==> config.mk <==
export PLATFORM = sky130hd
export DESIGN_NAME = sha256_golden_nonce_detect
export DESIGN_NICKNAME = d
export VERILOG_FILES = /design/src/rtl/sha256_miner_pkg.sv /design/src/rtl/gn_fifo.sv /design/src/rtl/sha256_golden_nonce_detect.sv
export SDC_FILE = /design/constraint.sdc
export NUM_CORES = 1
export LEC_CHECK = 0
export ABC_CLOCK_PERIOD_IN_PS = 3540
export BUFFER_PORTS_ARGS = -buffer_cell sky130_fd_sc_hd__buf_4
export CAP_MARGIN = 30
export CELL_PAD_IN_SITES_DETAIL_PLACEMENT = 1
export CELL_PAD_IN_SITES_GLOBAL_PLACEMENT = 2
export CORE_MARGIN = 2
export CORE_UTILIZATION = 34
export CTS_CLUSTER_DIAMETER = 150
export CTS_CLUSTER_SIZE = 12
export DETAILED_ROUTE_END_ITERATION = 12
export PLACE_DENSITY = 0.82
export SETUP_SLACK_MARGIN = 0.5
export SYNTH_ARGS = -nofsm -noshare
export SYNTH_HDL_FRONTEND = slang
export SYNTH_HIERARCHICAL = 1
export SYNTH_SLANG_ARGS = --single-unit
==> constraint.sdc <==
create_clock -name clk -period 3.54 [get_ports clk]
set_input_delay 0.177 -clock clk [delete_from_list [all_inputs] [get_ports clk]]
set_output_delay 0.177 -clock clk [all_outputs]
set_load 0.01 [all_outputs]
==> src/rtl/sha256_miner_pkg.sv <==
// rtl/sha256_miner_pkg.sv - shared miner widths, nonce-offset helper and golden-nonce record
package sha256_miner_pkg;

    localparam int NONCE_W = 32;
    localparam int HASH_W  = 256;

    typedef struct packed {
        logic [NONCE_W-1:0] nonce;
    } golden_nonce_t;

    // Two 64-round transforms at LOOP rounds per cycle plus four register stages around them.
    function automatic logic [NONCE_W-1:0] default_nonce_offset(input int loop);
        return 32'(2 * (64 / loop) + 4);
    endfunction

endpackage

==> src/rtl/gn_fifo.sv <==
// rtl/gn_fifo.sv - show-ahead golden-nonce FIFO with push/pop/full/empty
module gn_fifo
    import sha256_miner_pkg::*;
#(
    parameter int DEPTH = 4
) (
    input  logic          clk,
    input  logic          rst_n,
    input  logic          push,
    input  logic          pop,
    input  golden_nonce_t wr_data,
    output golden_nonce_t rd_data,
    output logic          full,
    output logic          empty
);

    localparam int AW = (DEPTH > 1) ? $clog2(DEPTH) : 1;
    localparam logic [AW:0] FULL_CNT = (AW + 1)'(DEPTH);

    golden_nonce_t mem_q [DEPTH];
    golden_nonce_t mem_d [DEPTH];
    logic [AW-1:0] wr_ptr_q, wr_ptr_d;
    logic [AW-1:0] rd_ptr_q, rd_ptr_d;
    logic [AW:0]   count_q, count_d;
    logic          do_push, do_pop;

    assign full    = (count_q == FULL_CNT);
    assign empty   = (count_q == '0);
    // A pop frees the slot in the same cycle, so a full FIFO still accepts a concurrent push.
    assign do_pop  = pop && !empty;
    assign do_push = push && (!full || do_pop);
    assign rd_data = mem_q[rd_ptr_q];

    always_comb begin
        mem_d    = mem_q;
        wr_ptr_d = wr_ptr_q;
        rd_ptr_d = rd_ptr_q;
        count_d  = count_q;
        if (do_push) begin
            mem_d[wr_ptr_q] = wr_data;
            wr_ptr_d        = wr_ptr_q + 1'b1;
        end
        if (do_pop) begin
            rd_ptr_d = rd_ptr_q + 1'b1;
        end
        case ({do_push, do_pop})
            2'b10:   count_d = count_q + 1'b1;
            2'b01:   count_d = count_q - 1'b1;
            default: count_d = count_q;
        endcase
    end

    always_ff @(posedge clk or negedge rst_n) begin
        if (!rst_n) begin
            for (int i = 0; i < DEPTH; i++) begin
                mem_q[i] <= '0;
            end
            wr_ptr_q <= '0;
            rd_ptr_q <= '0;
            count_q  <= '0;
        end else begin
            mem_q    <= mem_d;
            wr_ptr_q <= wr_ptr_d;
            rd_ptr_q <= rd_ptr_d;
            count_q  <= count_d;
        end
    end

endmodule

==> src/rtl/sha256_golden_nonce_detect.sv <==
// rtl/sha256_golden_nonce_detect.sv - golden-nonce compare, nonce recovery, blanking and queueing
module sha256_golden_nonce_detect
    import sha256_miner_pkg::*;
#(
    parameter logic [NONCE_W-1:0] NONCE_OFFSET = default_nonce_offset(1),
    parameter int                 ZERO_BITS    = 32,
    parameter int                 FIFO_DEPTH   = 4,
    parameter int                 BLANK_CYCLES = 132
) (
    input  logic               clk,
    input  logic               rst_n,
    input  logic               hash_valid,
    input  logic [HASH_W-1:0]  hash_in,
    input  logic [NONCE_W-1:0] nonce_in,
    input  logic               new_work,
    output logic               gn_valid,
    input  logic               gn_ready,
    output logic [NONCE_W-1:0] gn_nonce,
    output logic [15:0]        gn_count,
    output logic               overflow,
    output logic               blanking
);

    localparam logic [7:0] BLANK_LOAD = 8'(BLANK_CYCLES);

    logic [7:0]         blank_cnt_q, blank_cnt_d;
    logic               cand_v_q, cand_v_d;
    logic [NONCE_W-1:0] cand_nonce_q, cand_nonce_d;
    logic [15:0]        gn_count_q, gn_count_d;
    logic               overflow_q, overflow_d;

    logic               hash_zero, match;
    logic               fifo_full, fifo_empty, fifo_pop, push_ok, drop;
    golden_nonce_t      fifo_wr, fifo_rd;
    logic               unused_hash_bits;

    assign hash_zero        = (hash_in[HASH_W-1 -: ZERO_BITS] == '0);
    assign unused_hash_bits = ^hash_in;
    // new_work itself is blanked: the counter only becomes nonzero on the following cycle.
    assign match            = hash_valid && hash_zero && !blanking && !new_work;

    assign gn_valid = !fifo_empty;
    assign fifo_pop = gn_valid && gn_ready;
    assign push_ok  = cand_v_q && (!fifo_full || fifo_pop);
    assign drop     = cand_v_q && fifo_full && !fifo_pop;
    assign fifo_wr.nonce = cand_nonce_q;

    always_comb begin
        blank_cnt_d = blank_cnt_q;
        if (new_work) begin
            blank_cnt_d = BLANK_LOAD;
        end else if (blank_cnt_q != '0) begin
            blank_cnt_d = blank_cnt_q - 8'd1;
        end

        cand_v_d     = match;
        cand_nonce_d = cand_nonce_q;
        if (match) begin
            cand_nonce_d = nonce_in - NONCE_OFFSET;
        end

        gn_count_d = gn_count_q;
        if (push_ok && (gn_count_q != 16'hFFFF)) begin
            gn_count_d = gn_count_q + 16'd1;
        end

        overflow_d = overflow_q | drop;
    end

    always_ff @(posedge clk or negedge rst_n) begin
        if (!rst_n) begin
            blank_cnt_q  <= '0;
            cand_v_q     <= 1'b0;
            cand_nonce_q <= '0;
            gn_count_q   <= '0;
            overflow_q   <= 1'b0;
        end else begin
            blank_cnt_q  <= blank_cnt_d;
            cand_v_q     <= cand_v_d;
            cand_nonce_q <= cand_nonce_d;
            gn_count_q   <= gn_count_d;
            overflow_q   <= overflow_d;
        end
    end

    gn_fifo #(
        .DEPTH (FIFO_DEPTH)
    ) u_gn_fifo (
        .clk     (clk),
        .rst_n   (rst_n),
        .push    (push_ok),
        .pop     (fifo_pop),
        .wr_data (fifo_wr),
        .rd_data (fifo_rd),
        .full    (fifo_full),
        .empty   (fifo_empty)
    );

    assign gn_nonce = fifo_rd.nonce;
    assign gn_count = gn_count_q;
    assign overflow = overflow_q;
    assign blanking = (blank_cnt_q != '0);

endmodule

Word level (Yosys, flattened, before mapping)
Cells that the tools add are included.
{"block": "word_totals", "inputBits": 293, "reg_bits": 193, "wordCells": 61, "out_inout_bits": 51}
{"block": "classes", "order_cmp": 3, "add_sub_neg": 7, "bitwise_logic": 3, "reduce_logical": 23, "n_eq_ne": 4, "n_mux": 9}
{"cell": "128-bit bitwise mux", "count": 1}
{"cell": "32-bit two-way mux", "count": 3}
{"cell": "32-bit binary-select mux with 2-bit select", "count": 1}
{"cell": "32-bit demux with 2-bit select", "count": 1}
{"cell": "32-bit logical NOT", "count": 1}
{"cell": "32-bit by 8-bit subtractor with 32-bit output, second input constant", "count": 1}
{"cell": "16-bit by 1-bit adder with 16-bit output, second input constant", "count": 1}
{"cell": "8-bit two-way mux", "count": 2}
{"cell": "16-bit inequality test, second input constant", "count": 1}
{"cell": "1-bit logical AND", "count": 11}
{"cell": "8-bit nonzero test", "count": 1}
{"cell": "8-bit by 1-bit subtractor with 8-bit output, second input constant", "count": 1}
{"cell": "3-bit greater-or-equal comparator, second input constant", "count": 2}
{"cell": "2-bit inverter with 3-bit output", "count": 2}
{"cell": "3-bit case mux with 2 select lines", "count": 1}
{"cell": "1-bit logical NOT", "count": 5}
{"cell": "2-bit by 1-bit adder with 2-bit output, second input constant", "count": 2}
{"cell": "2-bit nonzero test", "count": 2}
{"cell": "3-bit by 1-bit adder with 3-bit output, second input constant", "count": 1}
{"cell": "3-bit equality test, second input constant", "count": 1}
{"cell": "3-bit logical NOT", "count": 1}
{"cell": "3-bit by 1-bit less-than comparator with 1-bit output, second input constant", "count": 1}
{"cell": "3-bit by 1-bit subtractor with 3-bit output, second input constant", "count": 1}
{"cell": "2-bit by 1-bit equality test with 1-bit output, second input constant", "count": 1}
{"cell": "other kinds (3)", "count": 4}

Depth between registers and ports, before layout
Gate-level depths: netlist of the first run.
{"block": "depth", "word_depth": 8, "ltp_mapped": 13, "depth_no_buf": 13}

Hierarchy
Netlist of the first run, hierarchy kept.
{"mod": "gn_fifo", "n_inst": 1, "seq_area_each_um2": 3378.2, "area_per_inst_um2": 5973.2, "cells_per_inst": 349}
{"mod": "sha256_golden_nonce_detect", "n_inst": 1, "seq_area_each_um2": 1451.4, "area_per_inst_um2": 2962.8, "cells_per_inst": 313}

Worst setup path after synthesis of the first run
No wires, ideal clock.
{"block": "synth_path", "path_type": "register to register", "start": "register u_gn_fifo.count_q[0]", "end": "register u_gn_fifo.count_q[2]", "synth_period_minus_slack_ns": 2.500, "path_stages_with_launch": 14, "path_slack_ns": 1.040, "path_buffers": 0, "t_arrival_ns": 2.420, "setup_time_ns": 0.079, "t_required_ns": 3.461, "path_cell_list": "dfrtp_1 -> nor3_1 -> inv_1 -> nand2_1 -> inv_1 -> o21ai_0 -> inv_1 -> nand2b_1 -> ha_1 -> inv_1 -> fa_1 -> xor2_1 -> nor2_1 -> xor2_1"}
{"block": "synth_between", "elab_chain_cells": 8, "word_cells_on_any_way": 16, "cone_classes": "add/sub: 2; eq/ne: 3; mux: 1; reduce/logical: 10"}
{"item": "from (decl)", "line_no": "gn_fifo.sv:24", "text": "logic [AW:0] count_q, count_d;"}
{"item": "from (signal assigned)", "line_no": "gn_fifo.sv:65", "text": "count_q <= count_d;"}
{"item": "3-bit logical NOT *", "line_no": "gn_fifo.sv:28", "text": "assign empty = (count_q == '0);"}
{"item": "net fifo_empty", "line_no": "sha256_golden_nonce_detect.sv:33", "text": "logic fifo_full, fifo_empty, fifo_pop, push_ok, drop;"}
{"item": "1-bit logical NOT *", "line_no": "sha256_golden_nonce_detect.sv:42", "text": "assign gn_valid = !fifo_empty;"}
{"item": "net gn_valid", "line_no": "sha256_golden_nonce_detect.sv:16", "text": "output logic gn_valid,"}
{"item": "1-bit logical AND *", "line_no": "sha256_golden_nonce_detect.sv:43", "text": "assign fifo_pop = gn_valid && gn_ready;"}
{"item": "net fifo_pop", "line_no": "sha256_golden_nonce_detect.sv:33"}
{"item": "1-bit logical OR *", "line_no": "sha256_golden_nonce_detect.sv:44", "text": "assign push_ok = cand_v_q && (!fifo_full || fifo_pop);"}
{"item": "1-bit logical AND *", "line_no": "sha256_golden_nonce_detect.sv:44"}
{"item": "net push_ok", "line_no": "sha256_golden_nonce_detect.sv:33"}
{"item": "1-bit logical AND *", "line_no": "gn_fifo.sv:31", "text": "assign do_push = push && (!full || do_pop);"}
{"item": "2-bit by 1-bit equality test with 1-bit output or 2-bit equality test (tied branches)", "line_no": "gn_fifo.sv:46", "text": "case ({do_push, do_pop})"}
{"item": "3-bit case mux with 2 select lines or 2-bit nonzero test (tied branches)"}
The timed path passes the listed nets; every way through them passes the cells marked *.
A chain may end at the register's enable or synchronous reset.

Worst setup path in the final report of the first run
{"block": "layout_path", "start": "register u_gn_fifo.count_q[0]", "end": "register u_gn_fifo.count_q[2]"}
{"block": "layout_between", "elab_chain_cells": 8, "word_cells_on_any_way": 16, "cone_classes": "add/sub: 2; eq/ne: 3; mux: 1; reduce/logical: 10"}
{"item": "3-bit logical NOT *", "line_no": "gn_fifo.sv:28"}
{"item": "net fifo_empty", "line_no": "sha256_golden_nonce_detect.sv:33"}
{"item": "1-bit logical NOT *", "line_no": "sha256_golden_nonce_detect.sv:42"}
{"item": "1-bit logical AND *", "line_no": "sha256_golden_nonce_detect.sv:43"}
{"item": "net fifo_pop", "line_no": "sha256_golden_nonce_detect.sv:33"}
{"item": "1-bit logical OR or 1-bit logical AND (tied branches)", "line_no": "sha256_golden_nonce_detect.sv:44, gn_fifo.sv:30"}
{"item": "1-bit logical AND or 1-bit logical OR (tied branches)", "line_no": "sha256_golden_nonce_detect.sv:44, gn_fifo.sv:31"}
{"item": "1-bit logical AND", "line_no": "gn_fifo.sv:31"}
{"item": "2-bit by 1-bit equality test with 1-bit output or 2-bit equality test (tied branches)", "line_no": "gn_fifo.sv:46"}
{"item": "3-bit case mux with 2 select lines or 2-bit nonzero test (tied branches)"}
Marked as above.

==> run metrics, run 1 <==
outcome finished clean; distinct cell type count after synthesis 48; most frequent cells in the layout dfrtp_1 (192), mux2_2 (130), buf_4 (127), nand2_1 (49), xnor2_1 (38); most common library cell in the layout ignoring fill and taps dfrtp_1; routability cong. 0.709; clock sink count 193; Avg Synthesized Cell Area 13.5 um^2; TritonCTS clock tree built; DR iter-0 viols 268; worst slew pin tran 0.852 ns; endpoints failing setup 0; share of cells above drive strength 1 0.418; period utilization 0.767; final net count 1,092; critical path startpoint category register; first-pass GRT wire length 35.5 mm; EDFF count, synth 0; sequential area share after synthesis 0.540; drt drc 0; Setup crit end kind register; ys async rst share 1.00; Pre-antenna DRT Iters 4; syn nets 965; Reg clk slew, reported paths 0.07 ns; GRT Total Usage 0.163; max_slew headroom 0.432; Final Max Slew Viols 0; # fillers 2,686; cell row count 59; Cell Pwr Density 465 nW/um^2; cell count after synthesis 662; crit path time final 2.72 ns; Req. time, crit path 3.90 ns; ANT nets after route 0; Final Hold Viols 0; GRT overflow 0; Worst Hold Class input port to register; die area 27,600 um^2; worst ir drop on vdd 0.245 mV; Vias/cell 5.06; Data arrival, critical path 3.07 ns; vias 5,758; diodes inserted 0; root buffer cell clkbuf_16; Post-CTS Setup Bufs 0; WL per Instance 19.1 um; dpl ws 0.630 ns; skew final 0.0149 ns; Initial Utilization 0.345; DP Wirelength 14.5 mm; initial antenna violation count 0; number of global-route vias before repair 6,367; H-tree depth 4; Core Footprint 25,900 um^2; maxcap violations 0; Netlist Area Pre-Place 8940 um^2; Yosys reg bits 193; Leak 5.12 nW; setup TNS 0 ns; IO Count 344; clock buffer depth 2; Synth Flop Type dfrtp_1; largest net degree at the start of global routing 75; Layout area overhead 21.3%; Port Buffers 119; fmax 368 MHz; Die Height 166 um; CTS buffer count 17; crit path kind register to register; CP Max Fanout 5; WL final 21.7 mm; clock latency on the worst-skew pair 0.43 ns; Final Worst Setup Slack 0.824 ns; die width 166 um; RSZ-0062 raised after global routing false; Yosys warning count 6
-- where the power goes --
group / internal [mW] / switching, mW
Combinational: 0.332 / 0.381
Sequential: 2.25 / 0.0907
Clock: 1.11 / 0.869
-- per-layer routing --
layer  GRT usage  part of all wire  vias up
li1            -                 -     2639
met4      0.0306            0.0057        0
met1       0.223              0.48     3019
met5           0                 0        -
met3      0.0312             0.034       10
met2       0.274              0.48       90
-- kinds of logic (layout without fill, tap and decap cells) --
logic type	Yosys count	after routing	share of synthesized area
buffers and inverters	45	185	0.0298
adders and majority gates	10	10	0.0148
xor gates and xnor gates	48	48	0.0470
muxes	163	163	0.246
and+or+nand+nor	152	152	0.0885
DFF	193	193	0.540
AOI/OAI and AO/OA	51	51	0.0337
-- worst paths after layout --
| kind | from | endpoint | slack [ns] | cells after the start |
|---|---|---|---|---|
| max reg2reg | u_gn_fifo/count_q[0]$_DFFE_PN0P_ | u_gn_fifo/count_q[2]$_DFFE_PN0P_ | 0.82 | 12 |
| min in group asynchronous | rst_n | u_gn_fifo/mem_q[121]$_DFFE_PN0P_ | 0.32 | 2 |
| max | u_gn_fifo/count_q[0]$_DFFE_PN0P_ | u_gn_fifo/count_q[2]$_DFFE_PN0P_ | 0.82 | 12 |
| min reg2reg | overflow$_DFF_PN0_ | overflow$_DFF_PN0_ | 0.48 | 1 |
| max in group asynchronous | rst_n | u_gn_fifo/mem_q[111]$_DFFE_PN0P_ | 2.10 | 3 |
| min | nonce_in[18] | cand_nonce_q[18]$_DFFE_PN0P_ | 0.05 | 3 |
-- area by class of cell --
cell class | instances | area [um^2] | area share
timing repair buffer | 136 | 1060 | 0.0979
clock inverter | 12 | 145 | 0.0134
inverter | 17 | 63.8 | 0.00589
sequential | 193 | 4830 | 0.446
clock buffer | 20 | 467 | 0.0431
tap | 335 | 419 | 0.0387
multi-input combinational | 424 | 3850 | 0.355
-- Yosys cell counts, types with 2 or more instances --
master	n	area (um^2)
o21ai_0	24	120
and4_1	2	17.5
a21oi_1	9	45.0
xnor2_1	38	333
or3_1	2	12.5
a31oi_1	2	12.5
a211oi_1	2	15.0
nand4_1	9	56.3
inv_1	17	63.8
xor2_1	10	87.6
buf_2	6	30.0
clkbuf_1	9	33.8
and2_1	2	12.5
mux2_2	130	1460
nor3_1	16	80.1
nand2b_1	3	18.8
or4_1	3	22.5
nor2_1	29	109
nor4_1	12	75.1
or4_4	2	22.5
nor3b_1	3	22.5
o31ai_1	3	22.5
ha_1	9	113
nand3_1	6	30.0
and3_1	7	43.8
dfrtp_1	193	4830
nor4b_1	3	26.3
mux4_2	32	721
buf_6	12	135
nand2_1	49	184
-- critical path, cell delays in order, from the launching register on --
cell	delay, ns
dfrtp_1	0.46
nor3_1	0.20
inv_1	0.08
nand2_1	0.09
inv_1	0.09
nor4b_4	0.40
nand2b_1	0.25
ha_1	0.22
inv_1	0.07
fa_1	0.38
xor2_1	0.15
nor2_1	0.11
xor2_1	0.15
-- what timing repair did --
| item | CTS | global route |
|---|---|---|
| resized for setup | 0 | 1 |
| hold buffers | 5 | 0 |
| endpoints found under the hold margin | 74 | 0 |
| setup endpoints to repair | 0 | 1 |
-- through the flow --
stage          cells  instance area (um^2)  hold WS [ns]  power, mW  utilization
2_1_floorplan    662                  8940        -0.119       2.81            -
6_report        1137                 10800        0.0470       5.03        0.418
3_3_place_gp    1099                 10200         0.225       3.09        0.393
4_1_cts         1137                 10800        0.0348       5.11        0.418
5_1_grt         1137                 10800        0.0506       5.26        0.418
3_5_place_dp    1100                 10200         0.227       3.11        0.393
-- state kept, by name, summed over array words and instances, names as in the netlist --
signal	flops
blank_cnt_q	8
cand_v_q	1
u_gn_fifo/count_q	3
cand_nonce_q	32
u_gn_fifo/wr_ptr_q	2
gn_count	16
u_gn_fifo/rd_ptr_q	2
u_gn_fifo/mem_q	128
overflow	1
No activity file was read; power rests on OpenSTA's default activity.
==> run 2, diff against run 1 <==
--- a/config.mk
+++ b/config.mk
@@ -5,17 +5,17 @@
 export SDC_FILE = /design/constraint.sdc
 export NUM_CORES = 1
 export LEC_CHECK = 0
-export ABC_CLOCK_PERIOD_IN_PS = 3540
+export ABC_CLOCK_PERIOD_IN_PS = 2600
 export BUFFER_PORTS_ARGS = -buffer_cell sky130_fd_sc_hd__buf_4
 export CAP_MARGIN = 30
 export CELL_PAD_IN_SITES_DETAIL_PLACEMENT = 1
 export CELL_PAD_IN_SITES_GLOBAL_PLACEMENT = 2
 export CORE_MARGIN = 2
-export CORE_UTILIZATION = 34
+export CORE_UTILIZATION = 31
 export CTS_CLUSTER_DIAMETER = 150
 export CTS_CLUSTER_SIZE = 12
 export DETAILED_ROUTE_END_ITERATION = 12
-export PLACE_DENSITY = 0.82
+export PLACE_DENSITY = 0.75
 export SETUP_SLACK_MARGIN = 0.5
 export SYNTH_ARGS = -nofsm -noshare
 export SYNTH_HDL_FRONTEND = slang
==> constraint.sdc (replaced) <==
create_clock -name clk -period 2.6 [get_ports clk]
set_input_delay 0.13 -clock clk [delete_from_list [all_inputs] [get_ports clk]]
set_output_delay 0.13 -clock clk [all_outputs]
set_load 0.01 [all_outputs]
==> run 2 against run 1 <==
Compared with the run above: clock power grew 31%; cell count grew 7.3%; critical endpoint unchanged; routed wire length grew 6.3%; worst hold slack lost 0.035 ns; largest cell class unchanged; final area grew 5.0%; core utilization shrank 2.0 points; sequential cell count is the same; critical path type unchanged; sequential power grew 34%; non-clock buffer count grew 34; sequential share of layout area shrank 2.1 points.
==> run metrics, run 2 (synthesis gave the netlist of run 1 again) <==
crit path to u_gn_fifo/count_q[2]$_DFFE_PN0P_; WHS Path Cells 3 (unchanged); CP Max Fanout 3 (-2); die area 30,200 um^2 (+9.4%); final net count 1,126 (+3.1%); CTS buffer count 17 (unchanged); Comb power frac 0.179 (+0.037); crit-path cells nor3_2, inv_1, nand2_2, inv_2, nor4b_4, nand2b_4, ha_4, inv_2, fa_2, xor2_1, nor2_1, xor2_1; worst ir drop on vdd 0.506 mV (+110%); RSZ-0062 raised after global routing true; max_slew headroom 0.544 (+0.112); H-tree depth 4 (unchanged); Vias/cell 4.85 (-4.3%); maxcap violations 0 (unchanged); worst slew pin tran 0.685 ns (-0.168 ns); crit path time final 2.22 ns (-0.494 ns); Pre-antenna DRT Iters 4 (unchanged); R2R depth 12 (unchanged); most frequent cells in the layout dfrtp_1 (191), buf_4 (142), mux2_2 (130), nand2_1 (47), xnor2_1 (38); diodes inserted 0 (unchanged); Net Switching 1.96 mW (+46%); first-pass GRT wire length 36.7 mm (+3.5%); area of the multi-input gates 3920 um^2 (+1.8%); initial antenna violation count 0 (unchanged); Biggest register u_gn_fifo/mem_q; GRT overflow 0 (unchanged); vias 5,911 (+2.7%); clock sink count 193 (unchanged); Reg clk slew, reported paths 0.08 ns (about the same); Initial Utilization 0.313 (-0.0318); IO Count 344 (unchanged); flip-flop count of the largest register after layout 128 (unchanged); Worst Hold Class input port to register; CP peak stage delay 0.42 ns (-0.04 ns); sequential share of power 0.449 (-0.016); GRT Total Usage 0.155 (-0.00797); internal power 5.03 mW (+36%); WL per Instance 18.9 um (-0.97%); most common library cell in the layout ignoring fill and taps dfrtp_1; Req. time, crit path 2.96 ns (-0.94 ns); worst flop-to-flop path endpoint u_gn_fifo/count_q[2]$_DFFE_PN0P_; share of cells above drive strength 1 0.453 (+0.0356); largest net degree at the start of global routing 80 (+6.7%); WL final 23.1 mm (+6.3%); worst r2r src u_gn_fifo/count_q[1]$_DFFE_PN0P_; fmax 450 MHz (+22%); die width 174 um (+4.6%); Port Buffers 119 (unchanged); endpoints failing setup 0 (unchanged); skew final 0.0112 ns (-0.00371 ns); number of global-route vias before repair 6,434 (+1.1%); setup TNS 0 ns (unchanged); # fillers 3,066 (+14%); root buffer cell clkbuf_16; ANT nets after route 0 (unchanged); routability cong. 0.726 (+2.4%); period utilization 0.855 (+0.0876); Core Footprint 28,500 um^2 (+10%); R2R Setup Slk 0.38 ns (-0.45 ns); Data arrival, critical path 2.59 ns (-0.48 ns); Cell Pwr Density 614 nW/um^2 (+32%); DP Wirelength 14.7 mm (+1.2%); Final Max Slew Viols 0 (unchanged); Final Hold Viols 0 (unchanged); switching part of the total 0.280 (+0.0140); Setup crit end kind register; critical path startpoint category register; clock latency on the worst-skew pair 0.44 ns (about the same); crit path kind register to register; outcome finished clean; DR iter-0 viols 297 (+11%); CP max stage cell dfrtp_1; drt drc 0 (unchanged); CP startpoint u_gn_fifo/count_q[1]$_DFFE_PN0P_; Die Height 174 um (+4.6%); cell row count 62 (+5.1%); TritonCTS clock tree built; clock buffer depth 2 (unchanged); clock power share 0.373 (-0.021); FF+latch area 4830 um^2 (about the same); post-route total power 6.98 mW (+39%); Layout area overhead 27.3%; Leak 5.31 nW (+3.7%)
-- run 2: cell types whose count changed in the layout (fill, tap and decap cells not counted), sizes merged --
cell         before  now
inv              22   25
buf             130  154
clkinv            3    4
bufinv            2    1
dlygate4sd3       5   12
-- run 2: through the flow --
step,std cells,instance area [um^2],setup WS [ns],hold WS (ns),util
final,1220,11400,0.377,0.0118,0.398
after global routing,1220,11400,0.255,0.00590,0.398
after CTS,1211,11200,0.380,0.00539,0.392
after detailed placement,1160,10400,0.211,0.214,0.365
after global placement,1160,10400,0.256,0.210,0.365
after floorplan,662,8960,0.267,-0.166,-
-- run 2: layout make-up --
| type | instances | share of cell area |
|---|---|---|
| Sequential cell | 193 | 0.425 |
| Multi-Input combinational cell | 424 | 0.345 |
| Timing Repair Buffer | 170 | 0.132 |
| Tap cell | 384 | 0.0422 |
| Clock buffer | 17 | 0.0374 |
| Clock inverter | 15 | 0.0127 |
| Inverter | 17 | 0.00594 |
-- run 2: worst max-delay path, delay by kind of cell (launching register included) --
family / cells / cell delay [ns]
flops: 1 / 0.42
fa+ha+maj: 2 / 0.45
xor+xnor: 2 / 0.29
simple gates: 5 / 0.81
buf+inv: 3 / 0.16
-- run 2: worst min path at each step --
stage	from	to
final	nonce_in[17]	cand_nonce_q[17]$_DFFE_PN0P_
after global routing	nonce_in[23]	cand_nonce_q[23]$_DFFE_PN0P_
after CTS	nonce_in[17]	cand_nonce_q[17]$_DFFE_PN0P_
after detailed placement	rst_n	u_gn_fifo/mem_q[120]$_DFFE_PN0P_
after global placement	rst_n	u_gn_fifo/mem_q[88]$_DFFE_PN0P_
after floorplan	rst_n	blank_cnt_q[0]$_DFFE_PN0P_
-- run 2: power by group through the flow --
stage / clock (mW) / sequential [mW] / combinational (mW)
floorplan: 0 / 3.17 / 0.680
global placement: 0 / 3.19 / 1.07
detailed placement: 0 / 3.19 / 1.09
CTS: 2.66 / 3.11 / 1.18
global route: 2.79 / 3.14 / 1.36
finish: 2.60 / 3.13 / 1.25
-- run 2: metal layers --
layer | vias up | GRT usage | share of wire
met3 | 14 | 0.0333 | 0.031
met2 | 85 | 0.257 | 0.49
met4 | 0 | 0.0343 | 0.0081
met5 | - | 0 | 0
li1 | 2708 | - | -
met1 | 3104 | 0.209 | 0.47
-- run 2: repair_timing --
action,in CTS,in global routing
gates cloned,0,4
hold buffers,12,0
gates resized for setup,6,13
hold endpoints to repair,92,0
pin swaps,3,2
setup buffers,7,5
endpoints found under the setup margin,55,166
==> run 3, diff against run 2 <==
--- a/config.mk
+++ b/config.mk
@@ -5,17 +5,17 @@
 export SDC_FILE = /design/constraint.sdc
 export NUM_CORES = 1
 export LEC_CHECK = 0
-export ABC_CLOCK_PERIOD_IN_PS = 2600
+export ABC_CLOCK_PERIOD_IN_PS = 2700
 export BUFFER_PORTS_ARGS = -buffer_cell sky130_fd_sc_hd__buf_4
 export CAP_MARGIN = 30
 export CELL_PAD_IN_SITES_DETAIL_PLACEMENT = 1
 export CELL_PAD_IN_SITES_GLOBAL_PLACEMENT = 2
 export CORE_MARGIN = 2
-export CORE_UTILIZATION = 31
+export CORE_UTILIZATION = 34
 export CTS_CLUSTER_DIAMETER = 150
 export CTS_CLUSTER_SIZE = 12
 export DETAILED_ROUTE_END_ITERATION = 12
-export PLACE_DENSITY = 0.75
+export PLACE_DENSITY = 0.82
 export SETUP_SLACK_MARGIN = 0.5
 export SYNTH_ARGS = -nofsm -noshare
 export SYNTH_HDL_FRONTEND = slang
==> constraint.sdc (replaced) <==
create_clock -name clk -period 2.7 [get_ports clk]
set_input_delay 0.135 -clock clk [delete_from_list [all_inputs] [get_ports clk]]
set_output_delay 0.135 -clock clk [all_outputs]
set_load 0.01 [all_outputs]
==> run 3 against run 2 <==
Compared with the run above: worst hold slack improved by 0.0052 ns; via count is 0.44% higher; routed wire length fell by 2.2%; critical path type is now register to output port.
==> run metrics, run 3 (synthesis gave the netlist of run 1 again) <==
Pre-antenna DRT Iters 4 (unchanged); Final Worst Setup Slack 0.232 ns (-0.145 ns); cell row count 59 (-4.8%); clock latency on the worst-skew pair 0.43 ns (about the same); most common library cell in the layout ignoring fill and taps dfrtp_1; outcome finished clean; number of global-route vias before repair 6,715 (+4.4%); Worst Hold Class input port to register; Vias/cell 4.98 (+2.9%); Biggest register u_gn_fifo/mem_q; Final Max Slew Viols 0 (unchanged); crit path kind register to output port; R2R Setup Slk 0.24 ns (-0.14 ns); die area 27,600 um^2 (-8.6%); H-tree depth 4 (unchanged); skew final 0.0108 ns (-0.000460 ns); crit path time final 2.47 ns; root buffer cell clkbuf_16; RSZ-0062 raised after global routing true; dpl ws 0.0542 ns (-0.156 ns); vias 5,937 (+0.44%); Reg clk slew, reported paths 0.07 ns (about the same); clock sink count 193 (unchanged); endpoints failing setup 0 (unchanged); Leak 5.41 nW (+1.9%); setup TNS 0 ns (unchanged); GRT overflow 0 (unchanged); drt drc 0 (unchanged); Core Footprint 25,900 um^2 (-9.2%); fmax 405 MHz; DP Wirelength 15.5 mm (+5.1%); routability cong. 0.723 (-0.41%); diodes inserted 0 (unchanged); DR iter-0 viols 186 (-37%); Die Height 166 um (-4.4%); largest net degree at the start of global routing 85 (+6.3%); Req. time, crit path 2.57 ns (-0.39 ns); # fillers 2,730 (-11%); number of instances in the placed design 1,125 (-3.0%); clock buffer depth 2 (unchanged); max_slew headroom 0.538 (-0.00527); critical path startpoint category register; Finished Layout Cells 1,191 (-2.4%); Data arrival, critical path 2.33 ns (-0.26 ns); period utilization 0.914; worst slew pin tran 0.693 ns (+0.00790 ns); ANT nets after route 0 (unchanged); Setup crit end kind output port; GRT Total Usage 0.171 (+0.0157); final net count 1,146 (+1.8%); worst ir drop on vdd 0.422 mV (-17%); TritonCTS clock tree built; WL per Instance 19.0 um (+0.13%); CTS buffer count 17 (unchanged); most frequent cells in the layout dfrtp_1 (192), buf_4 (165), mux2_2 (130), nand2_1 (48), xnor2_1 (38); die width 166 um (-4.4%); flip-flop count of the largest register after layout 128 (unchanged); Layout area overhead 28.2%; CP Max Fanout 2 (-1); post-route total power 6.81 mW (-2.5%); first-pass GRT wire length 37.1 mm (+0.96%); Port Buffers 119 (unchanged); Final Hold Viols 0 (unchanged); IO Count 344 (unchanged); Final Util 0.442 (+0.0438); initial antenna violation count 0 (unchanged); share of cells above drive strength 1 0.467 (+0.0139); Cell Pwr Density 594 nW/um^2 (-3.2%); Initial Utilization 0.345 (+0.0318); WL final 22.6 mm (-2.2%); maxcap violations 0 (unchanged)
## run 3: changes by cell type in the layout (fill, tap and decap cells not counted), sizes merged
cell,change
buf,+27
clkbuf,-3
clkinv,+2
inv,-2
dlygate4sd3,-4
## run 3: power breakdown
group	switching (mW)	leakage [nW]	internal, mW	total, mW
Sequential	0.0513	2.67	2.95	3.00
Combinational	0.651	2.45	0.664	1.31
Clock	1.19	0.286	1.31	2.50
Total	1.89	5.41	4.92	6.81
## run 3: layout make-up
type                    count  area, um^2  share of cell area
clock buffers              17         425              0.0371
clock inverters            15         150              0.0131
inverters                  17        67.6             0.00590
multi-input cells         424        3920               0.342
flip-flops and latches    193        4830               0.422
well taps                 335         419              0.0366
repair buffers            190        1650               0.144
## run 3: path summary, 6_finish.rpt
check	from	end	cells after the start
max in group asynchronous	rst_n	u_gn_fifo/mem_q[66]$_DFFE_PN0P_	3
max	u_gn_fifo/count_q[1]$_DFFE_PN0P_	gn_valid	12
min	nonce_in[22]	cand_nonce_q[22]$_DFFE_PN0P_	3
min in group asynchronous	rst_n	u_gn_fifo/mem_q[88]$_DFFE_PN0P_	2
max reg2reg	u_gn_fifo/count_q[1]$_DFFE_PN0P_	u_gn_fifo/count_q[2]$_DFFE_PN0P_	14
min reg2reg	overflow$_DFF_PN0_	overflow$_DFF_PN0_	1
## run 3: critical path, stage by stage, from the launching register on
cell and delay, ns:
dfrtp_1 0.40, nor3_2 0.19, inv_1 0.08, buf_4 0.14
buf_4 0.12, buf_4 0.12, buf_4 0.12, buf_4 0.12
buf_4 0.12, buf_4 0.12, buf_4 0.12, buf_4 0.12
buf_4 0.13
## run 3: metal layers
metal,track usage,part of all wire
met3,0.0274,0.028
met2,0.289,0.50
met5,0,0
met4,0.0427,0.0089
met1,0.231,0.46
## run 3: through the flow
stage          hold WS [ns]  instance area [um^2]
6_report             0.0169                 11500
5_1_grt              0.0126                 11500
4_1_cts             0.00150                 11400
3_5_place_dp          0.241                 10500
3_3_place_gp          0.242                 10400
2_1_floorplan        -0.161                  8960
## run 3: repair_timing
action,CTS,global route
buffers inserted,25,1
setup endpoints to repair,89,137
resized for setup,5,7
endpoints found under the hold margin,93,0
pin swaps,7,1
hold buffers,8,0
